**src/rtl/piso_tx_if.sv**
```systemverilog
// piso_tx_if: parallel word handshake in, serial bit stream out.
interface piso_tx_if #(parameter int WIDTH = 8);
  logic [WIDTH-1:0] i_data;
  logic i_valid;
  logic o_ready;
  logic o_d;
  logic o_d_valid;
  logic o_last;
  logic o_busy;
  modport master(output i_data, i_valid, input o_ready, o_d, o_d_valid, o_last, o_busy);
  modport slave(input i_data, i_valid, output o_ready, o_d, o_d_valid, o_last, o_busy);
endinterface

```
**src/rtl/piso_tx.sv**
```systemverilog
// piso_tx: parallel-in serial-out transmitter with one-word holding register.
// Words queue into the holding register while shifting, so streams stay gap-free.
module piso_tx #(
  parameter int WIDTH     = 8,
  parameter bit MSB_FIRST = 1
) (
  input logic i_clk,
  input logic i_rst_n,
  piso_tx_if.slave bus
);
  localparam int CW = $clog2(WIDTH);
  localparam logic [CW-1:0] LAST = CW'(WIDTH - 1);
  typedef enum logic {IDLE, SHIFT} state_t;
  state_t state, state_n;
  logic [WIDTH-1:0] sh, sh_n, hold, hold_n, adv;
  logic [CW-1:0] cnt, cnt_n;
  logic full, full_n, accept, last, head;
  // ready is forced low combinationally while reset is held
  assign bus.o_ready  = i_rst_n & ~full;
  assign accept       = bus.i_valid & bus.o_ready;
  assign last         = (state == SHIFT) && (cnt == LAST);
  assign head         = MSB_FIRST ? sh[WIDTH-1] : sh[0];
  assign adv          = MSB_FIRST ? {sh[WIDTH-2:0], 1'b0} : {1'b0, sh[WIDTH-1:1]};
  assign bus.o_d       = (state == SHIFT) & head;
  assign bus.o_d_valid = (state == SHIFT);
  assign bus.o_last    = last;
  assign bus.o_busy    = (state == SHIFT) | full;
  always_ff @(posedge i_clk or negedge i_rst_n) begin
    if (!i_rst_n) begin
      state <= IDLE;
      sh    <= '0;
      cnt   <= '0;
      hold  <= '0;
      full  <= 1'b0;
    end else begin
      state <= state_n;
      sh    <= sh_n;
      cnt   <= cnt_n;
      hold  <= hold_n;
      full  <= full_n;
    end
  end
  always_comb begin
    state_n = state;
    sh_n    = sh;
    cnt_n   = cnt;
    hold_n  = hold;
    full_n  = full;
    if (state == IDLE) begin
      if (accept) begin
        sh_n    = bus.i_data;
        cnt_n   = '0;
        state_n = SHIFT;
      end
    end else if (!last) begin
      sh_n  = adv;
      cnt_n = cnt + 1'b1;
      if (accept) begin
        hold_n = bus.i_data;
        full_n = 1'b1;
      end
    end else if (full) begin
      sh_n   = hold;
      full_n = 1'b0;
      cnt_n  = '0;
    end else if (accept) begin
      sh_n  = bus.i_data;
      cnt_n = '0;
    end else begin
      sh_n    = '0;
      cnt_n   = '0;
      state_n = IDLE;
    end
  end
endmodule

```
**src/flat_wrapper.sv**
```systemverilog
// flat-port wrapper written by rule: the top's interface ports become plain ports
module piso_tx_flat 
#(
  parameter int WIDTH     = 8,
  parameter bit MSB_FIRST = 1
)
  (i_clk, i_rst_n, bus_i_data, bus_i_valid, bus_o_ready, bus_o_d, bus_o_d_valid, bus_o_last, bus_o_busy);
  piso_tx_if #(.WIDTH(WIDTH)) bus_i ();
  input logic i_clk;
  input logic i_rst_n;
  input wire logic [$bits(bus_i.i_data)-1:0] bus_i_data;
  input wire logic [$bits(bus_i.i_valid)-1:0] bus_i_valid;
  output wire logic [$bits(bus_i.o_ready)-1:0] bus_o_ready;
  output wire logic [$bits(bus_i.o_d)-1:0] bus_o_d;
  output wire logic [$bits(bus_i.o_d_valid)-1:0] bus_o_d_valid;
  output wire logic [$bits(bus_i.o_last)-1:0] bus_o_last;
  output wire logic [$bits(bus_i.o_busy)-1:0] bus_o_busy;
  assign bus_i.i_data = bus_i_data;
  assign bus_i.i_valid = bus_i_valid;
  assign bus_o_ready = bus_i.o_ready;
  assign bus_o_d = bus_i.o_d;
  assign bus_o_d_valid = bus_i.o_d_valid;
  assign bus_o_last = bus_i.o_last;
  assign bus_o_busy = bus_i.o_busy;
  piso_tx #(.WIDTH(WIDTH), .MSB_FIRST(MSB_FIRST)) u_core (.i_clk(i_clk), .i_rst_n(i_rst_n), .bus(bus_i));
endmodule
```
**config.mk**
```make
export PLATFORM = sky130hd
export DESIGN_NAME = piso_tx_flat
export DESIGN_NICKNAME = d
export VERILOG_FILES = /design/src/rtl/piso_tx_if.sv /design/src/rtl/piso_tx.sv /design/src/flat_wrapper.sv
export SDC_FILE = /design/constraint.sdc
export NUM_CORES = 1
export LEC_CHECK = 0
export CAP_MARGIN = 5
export CORE_MARGIN = 4
export CORE_UTILIZATION = 52
export CTS_CLUSTER_SIZE = 40
export DETAILED_ROUTE_END_ITERATION = 8
export PLACE_DENSITY = 0.87
export SYNTH_ARGS = -nofsm -noshare
export SYNTH_HDL_FRONTEND = slang
export SYNTH_SLANG_ARGS = --single-unit
```
**constraint.sdc**
```tcl
create_clock -name i_clk -period 2.19 [get_ports i_clk]
set_clock_uncertainty 0.15 [all_clocks]
set_input_delay 0.219 -clock i_clk [delete_from_list [all_inputs] [get_ports i_clk]]
set_output_delay 0.219 -clock i_clk [all_outputs]
set_load 0.01 [all_outputs]
```
; After elaboration in Yosys (flattened, before gate mapping)
; Cells that the tools add are included.
[totals]
reg_bits = 21
inputBits = 11
out_inout_bits = 5
word_cells = 32
[op_classes]
n_addsub = 1
eq_ne = 1
muxes = 14
bitwise_logic = 6
n_reduce_logical = 5
[ops]
columns = op, n
row1 = 8-bit 2-to-1 mux, 5
row2 = 3-bit 2-to-1 mux, 3
row3 = 1-bit 2-to-1 mux, 6
row4 = 2-bit nonzero test, 2
row5 = "3-bit by 1-bit adder with 3-bit output, second input constant", 1
row6 = 1-bit bitwise AND, 3
row7 = "3-bit == test, second input constant", 1
row8 = 3-bit AND reduction, 1
row9 = 1-bit inverter, 2
row10 = 2-bit AND reduction, 1
row11 = 1-bit logical AND, 1
row12 = 1-bit bitwise OR, 1

; Longest topological paths before layout
; Gate-level depths: netlist of run 1.
[logic_depth]
ltp_word = 7
depth_mapped = 6
ltp_nobuf = 5

; Least setup slack after synthesis of run 1
; No wires, ideal clock.
[synth_timing]
path_type = reg-to-reg
from = register u_core.cnt[0]
to = register u_core.hold[0]
setup_ns = 0.125
t_arrival_ns = 1.506
t_required_ns = 1.915
path_slack_ns = 0.409
stages_incl_launch_ff = 7
n_path_buf = 1
period_less_slack_ns = 1.781
cell_sequence = dfrtp_1 ha_1 ha_1 nand2b_1 buf_6 nor2_8 mux2_4
[synth_between]
elab_chain_cells = 4
[synth_rtl]
columns = element, line_no
row1 = "start, declared", piso_tx.sv:16  ; logic [CW-1:0] cnt, cnt_n;
row2 = "start signal, assigned", piso_tx.sv:38  ; cnt <= cnt_n;
row3 = 3-bit == test, piso_tx.sv:21  ; assign last = (state == SHIFT) && (cnt == LAST);
row4 = 1-bit logical AND, piso_tx.sv:21
row5 = 1-bit inverter (no line), --
row6 = 3-bit AND reduction (no line), --
row7 = "end signal, assigned", piso_tx.sv:39  ; hold <= hold_n;
row8 = "end, declared", piso_tx.sv:15  ; logic [WIDTH-1:0] sh, sh_n, hold, hold_n, adv;
; Every way passes these cells.
; A chain may end at the register's enable or synchronous reset.

; Worst setup path in the final report of run 1
[layout_timing]
from = register u_core.full
to = output port bus_o_busy
[layout_between]
elab_chain_cells = 1
[layout_rtl]
columns = element, line_no
row1 = "start, declared", piso_tx.sv:17  ; logic full, full_n, accept, last, head;
row2 = "start signal, assigned", piso_tx.sv:40  ; full <= full_n;
row3 = 1-bit bitwise OR, piso_tx.sv:27  ; assign bus.o_busy = (state == SHIFT) | full;
row4 = "end, declared", flat_wrapper.sv:17  ; output wire logic [$bits(bus_i.o_busy)-1:0] bus_o_busy;
; Every way passes these cells.

==> results of run 1 <==
## final cells by class
| type | count | area share |
|---|---|---|
| flip-flops and latches | 21 | 0.397 |
| clock buffers | 4 | 0.0198 |
| inverters | 2 | 0.00567 |
| repair buffers | 20 | 0.141 |
| multi-input cells | 61 | 0.412 |
| well taps | 27 | 0.0255 |
## through the flow
step | power, W | hold slack, ps | instance area [um2]
after floorplan | 0.00134 | -227 | 1110
after global placement | 0.00151 | 316 | 1290
after detailed placement | 0.00157 | 329 | 1290
after CTS | 0.00178 | 238 | 1330
after global routing | 0.00190 | 232 | 1330
final | 0.00177 | 232 | 1330
## state kept, by name (all words and copies together) (netlist names)
signal	flops
u_core.hold	8
u_core.sh	8
u_core.cnt	3
u_core.bus.o_d_valid	1
u_core.full	1
## worst max-delay path, delay by kind of cell (launching register included)
family,cells,cell delay [ps]
DFF,1,620
buffers and inverters,1,550
and+or+nand+nor,1,170
## power by group through the flow
stage                     Sequential (W)  Clock (W)  Combinational (W)
after floorplan                 0.000673          0           0.000662
after global placement          0.000720          0           0.000792
after detailed placement        0.000734          0           0.000832
after CTS                       0.000734   0.000195           0.000847
after global routing            0.000759   0.000210           0.000927
final                           0.000739   0.000187           0.000845
## final timing paths
| path | start | to | slack, ps |
|---|---|---|---|
| setup / recovery | u_core.full | bus_o_busy | 170 |
| setup reg to reg | u_core.cnt[0] | u_core.hold[4] | 270 |
| hold reg to reg | u_core.sh[4] | u_core.sh[4] | 350 |
| max in group asynchronous | i_rst_n | u_core.bus.o_d_valid | 1480 |
| min in group i_clk | u_core.sh[4] | u_core.sh[4] | 350 |
| hold / removal | i_rst_n | u_core.hold[0] | 230 |
## what timing repair did
item	4_1_cts	5_1_grt
buffers inserted	0	0
setup endpoints to repair	1	0
resized for setup	3	0
## cell usage after synthesis
cell type	number	area (um2)
a32oi_1	1	8.76
o2bb2ai_1	7	61.3
and3b_1	1	8.76
inv_1	2	7.51
buf_4	1	7.51
nor2b_1	1	6.26
nor2_8	2	40.0
ha_1	2	25.0
o22ai_1	5	31.3
buf_6	2	22.5
a21bo_2	7	70.1
nand2b_1	1	6.26
buf_2	3	15.0
and2_1	2	12.5
nand2_1	6	22.5
mux2_4	8	120
o21ai_0	1	5.00
nand3b_4	1	20.0
dfrtp_1	21	526
mux2i_1	1	10.0
a22oi_1	7	52.6
nor2_1	7	26.3
or2_1	1	6.26
## per-layer routing
| layer | part of all wire | up-vias | routed length [um] | track usage |
|---|---|---|---|---|
| li1 | - | 363 | - | - |
| met1 | 0.43 | 382 | 1040 | 0.220 |
| met2 | 0.50 | 14 | 1200 | 0.347 |
| met3 | 0.023 | 8 | 56 | 0.0245 |
| met4 | 0.042 | 0 | 100 | 0.108 |
| met5 | 0 | - | 0 | 0 |
## kinds of logic after synthesis
kind of cell,count (synthesis)
AOI/OAI and AO/OA,28
adders and majority gates,2
buffers and inverters,8
DFF,21
muxes,9
and+or+nand+nor,22
==> summary.md, run 1 <==
| Metric | Value |
|---|---|
| H-tree depth | `1` |
| Rel. slew slack | `0.714` |
| Slew of the pin with the lowest slew margin | `429 ps` |
| Post-Route Utilization | `0.662` |
| TritonCTS Sinks | `21` |
| Drt first-iter violations | `16` |
| Final setup viols | `0` |
| Syn Area/Cell | `12.3 um2` |
| Hold Vio Cnt, Final | `0` |
| DR pass1 iterations | `4` |
| Clock Power Share | `0.106` |
| # rows | `16` |
| Most frequent cells in the layout | `dfrtp_1 (21), clkdlybuf4s50_1 (14), mux2_4 (8)` |
| CTS Buf Count | `3` |
| Mux cell area share after synthesis | `0.117` |
| Global route total overflow | `0` |
| Post-Place Cells | `131` |
| CP startpoint kind | `flop` |
| CTS tree | `done` |
| Internal cell power | `0.00111 W` |
| Final net count | `122` |
| Post-Synth XOR/XNOR Area | `0` |
| Compound-Gate Fraction of Synth Area | `0.206` |
| Detailed placer's ending HPWL | `1680 um` |
| Antenna-violating nets left | `0` |
| Share of cells above drive strength 1 | `0.250` |
| Per-cell routed wire length | `17.7 um` |
| Core Area | `2000 um2` |
| RSZ-0062 raised after global routing | `no` |
| I/O pins | `16` |
| Place WS | `177 ps` |
| Antenna violations before repair | `0` |
| Worst setup EP type | `primary output` |
| Worst EP required | `1820 ps` |
| Multi-input logic area | `546 um2` |
| Comb power frac | `0.477` |
| Vias per cell | `5.68` |
| Crit path max fanout | `14` |
| Max Transition Viols Final | `0` |
| Layout area overhead | `19.3%` |
| Worst stage delay on the critical path | `620 ps` |
| Final Routed Wirelength | `2390 um` |
| Hold Buf Count CTS | `0` |
| Switching power total | `0.000655 W` |
| Commonest non-fill, non-tap cell in the layout | `dfrtp_1` |
| Max_cap viols | `0` |
| Hold Path Class | `in -> async` |
| # diodes | `0` |
| Flop pwr share | `0.417` |
| Final setup TNS | `0 ps` |
| First-pass GRT wire length | `3950 um` |
| Slowest cell on the critical path | `dfrtp_1` |
| Syn Inst Count | `90` |
| Die width | `54.2 um` |
| Arr. time, crit path | `1650 ps` |
| Clock transition at path regs | `110 ps` |
| Max clock buf depth | `2` |
| Status | `complete, no violations` |
| Synthesized cell area | `1110 um2` |
| Post-layout minimum cycle time | `2020 ps` |
| Fmax achieved | `495 MHz` |
| Seq/Total Area, Yosys | `0.473` |
| Post-Synth Adder-Cell Area | `0.0225` |
| Final weighted congestion in routability-driven placement | `0.810` |
| FF+latch count, synth | `21` |
| Synth cell types | `23` |
| Fin cells | `135` |
| Largest net degree at the start of global routing | `17` |
| Sw frac | `0.370` |
| Number of global-route vias before repair | `867` |
| Yosys Warn Count | `0` |
| Mapped Nets | `103` |
| Leakage Power | `0.599 nW` |
| Peak supply drop | `0.787 mV` |
| DRC viols | `0` |
| Largest family of logic cells by synthesized area | `compound AO/OA/AOI/OAI gates` |
| # port buffers | `15` |
| Total GRT Usage | `0.194` |
| Root buffer cell | `clkbuf_4` |
| Die Footprint | `2940 um2` |
| Fillcell total | `140` |
| Vias | `767` |
| Simple-gate area share of the yosys netlist | `0.134` |
| Setup WS post-layout | `170 ps` |
| Final period util | `0.922` |
| PD cells | `1340 nW/um2` |
| CP Cell Sequence | `or2_1 -> clkdlybuf4s50_1` |
| WS Path Type | `reg -> out` |
| Reg area | `526 um2` |
| Die Ht | `54.2 um` |
| Clock Latency Late Sink | `300 ps` |
| R2R depth | `5` |
| Initial core utilization | `0.555` |
Power figures use the tool's default switching activity.
==> run 2: changes to the inputs <==
--- a/config.mk
+++ b/config.mk
@@ -6,7 +6,6 @@
 export NUM_CORES = 1
 export LEC_CHECK = 0
 export CAP_MARGIN = 5
-export CORE_MARGIN = 4
 export CORE_UTILIZATION = 52
 export CTS_CLUSTER_SIZE = 40
 export DETAILED_ROUTE_END_ITERATION = 8
==> summary.md, run 2 (synthesized netlist as in run 1, its figures left out) <==
| Metric | Value |
|---|---|
| Status | `complete, no violations` |
| First-pass GRT wire length | `3280 um` |
| Worst stage delay on the critical path | `480 ps` |
| CP Depth | `4` |
| Multi-input logic area | `533 um2` |
| Leakage Power | `0.615 nW` |
| Commonest non-fill, non-tap cell in the layout | `dfrtp_1` |
| CP startpoint kind | `flop` |
| Die width | `48.2 um` |
| TritonCTS Sinks | `21` |
| CP Cell Sequence | `ha_1 -> ha_1 -> and2_1 -> clkdlybuf4s50_1` |
| Global route total overflow | `0` |
| Per-cell routed wire length | `16.8 um` |
| Postcts setup bufs | `0` |
| Arr. time, crit path | `1770 ps` |
| CP startpoint | `u_core.cnt[0]` |
| Final hold slack | `204 ps` |
| Clock Power Share | `0.104` |
| Largest net degree at the start of global routing | `15` |
| Die Footprint | `2330 um2` |
| Clock Latency Late Sink | `310 ps` |
| Switching power total | `0.000666 W` |
| Top flop regs | `u_core.hold x8, u_core.sh x8, u_core.cnt x3` |
| Reg area | `526 um2` |
| DP Area | `1310 um2` |
| Max_cap viols | `0` |
| Vias | `779` |
| Sw frac | `0.370` |
| DR pass1 iterations | `4` |
| Root buffer cell | `clkbuf_4` |
| WS Path Type | `reg -> out` |
| Worst setup EP type | `primary output` |
| Crit path max fanout | `3` |
| Layout area overhead | `20.9%` |
| CTS tree | `done` |
| Comb power frac | `0.481` |
| Number of global-route vias before repair | `743` |
| Final net count | `126` |
| # port buffers | `15` |
| Drt first-iter violations | `12` |
| Share of cells above drive strength 1 | `0.268` |
| Slew of the pin with the lowest slew margin | `478 ps` |
| Most frequent CP cell | `ha_1` |
| Hold Vio Cnt, Final | `0` |
| I/O pins | `16` |
| Fmax achieved | `467 MHz` |
| Buf+Inv Stages, Crit Path | `1` |
| Antenna-violating nets left | `0` |
| Hold Buf Count CTS | `0` |
| Worst EP required | `1820 ps` |
| Clock transition at path regs | `120 ps` |
| Final setup TNS | `0 ps` |
| Fillcell total | `136` |
| Rel. slew slack | `0.681` |
| Peak supply drop | `0.723 mV` |
| Antenna violations before repair | `0` |
| Flop pwr share | `0.416` |
| Worst reg2reg startpoint | `u_core.cnt[0]` |
| # rows | `16` |
| Die Ht | `48.2 um` |
| Final period util | `0.978` |
| PD cells | `1340 nW/um2` |
| DRC viols | `0` |
| Core Area | `1980 um2` |
| Detailed placer's ending HPWL | `1690 um` |
| Flop2flop setup slack | `310 ps` |
| CTS Buf Count | `3` |
| Max clock buf depth | `2` |
| Final weighted congestion in routability-driven placement | `0.806` |
| Vias per cell | `5.60` |
| Max Transition Viols Final | `0` |
| Post-CTS sizing | `0` |
| H-tree depth | `1` |
| Internal cell power | `0.00113 W` |
| R2R depth | `5` |
| Hold Path Class | `in -> async` |
| Slowest cell on the critical path | `clkdlybuf4s50_1` |
| Final Routed Wirelength | `2330 um` |
| Most frequent cells in the layout | `dfrtp_1 (21), clkdlybuf4s50_1 (15), buf_4 (9)` |
| Post-layout minimum cycle time | `2140 ps` |
| Final setup viols | `0` |
| Total GRT Usage | `0.218` |
| Crit path max-delay family | `buffers and inverters` |
| # diodes | `0` |
| Initial core utilization | `0.561` |
| Final instance area | `1340 um2` |
| Reg2reg end | `u_core.hold[3]` |
==> run 2: layout make-up <==
class                   instances  share of cell area
clock buffers                   4              0.0196
inverters                       2             0.00559
multi-input cells              61               0.397
flip-flops and latches         21               0.391
well taps                      27              0.0251
repair buffers                 24               0.162
==> run 2: worst register-to-register path: stages (launching register included) <==
cell	delay (ps)
dfrtp_1	400
ha_1	200
ha_1	210
nand2b_1	240
nor2_8	250
mux2_4	330
==> run 2: power by group through the flow <==
stage               Sequential [W]  Combinational [W]  Clock (W)
finish                    0.000747           0.000864   0.000186
global route              0.000762           0.000939   0.000206
CTS                       0.000741           0.000845   0.000193
detailed placement        0.000743           0.000847          0
global placement          0.000735           0.000802          0
floorplan                 0.000673           0.000662          0
==> run 2: stage by stage <==
stage | instances | setup WS (ps) | power [W] | utilization
2_1_floorplan | 90 | 409 | 0.00134 | -
3_3_place_gp | 134 | 307 | 0.00154 | 0.661
3_5_place_dp | 134 | 289 | 0.00159 | 0.661
4_1_cts | 138 | 34.1 | 0.00178 | 0.674
5_1_grt | 139 | -8.83 | 0.00191 | 0.678
6_report | 139 | 48.6 | 0.00180 | 0.678
==> run 2: layer usage <==
metal | part of all wire | wire [um] | GRT usage
met2 | 0.52 | 1210 | 0.379
met5 | 0 | 0 | 0
met4 | 0.021 | 48 | 0.0667
met1 | 0.42 | 977 | 0.251
met3 | 0.043 | 100 | 0.0778
==> run 2: worst max-delay path by stage <==
stage,endpoint,slack (ps)
after detailed placement,bus_o_ready,290
after floorplan,u_core.hold[0],410
final,bus_o_last,50
after global routing,bus_o_last,-9
after CTS,bus_o_last,30
after global placement,bus_o_ready,310
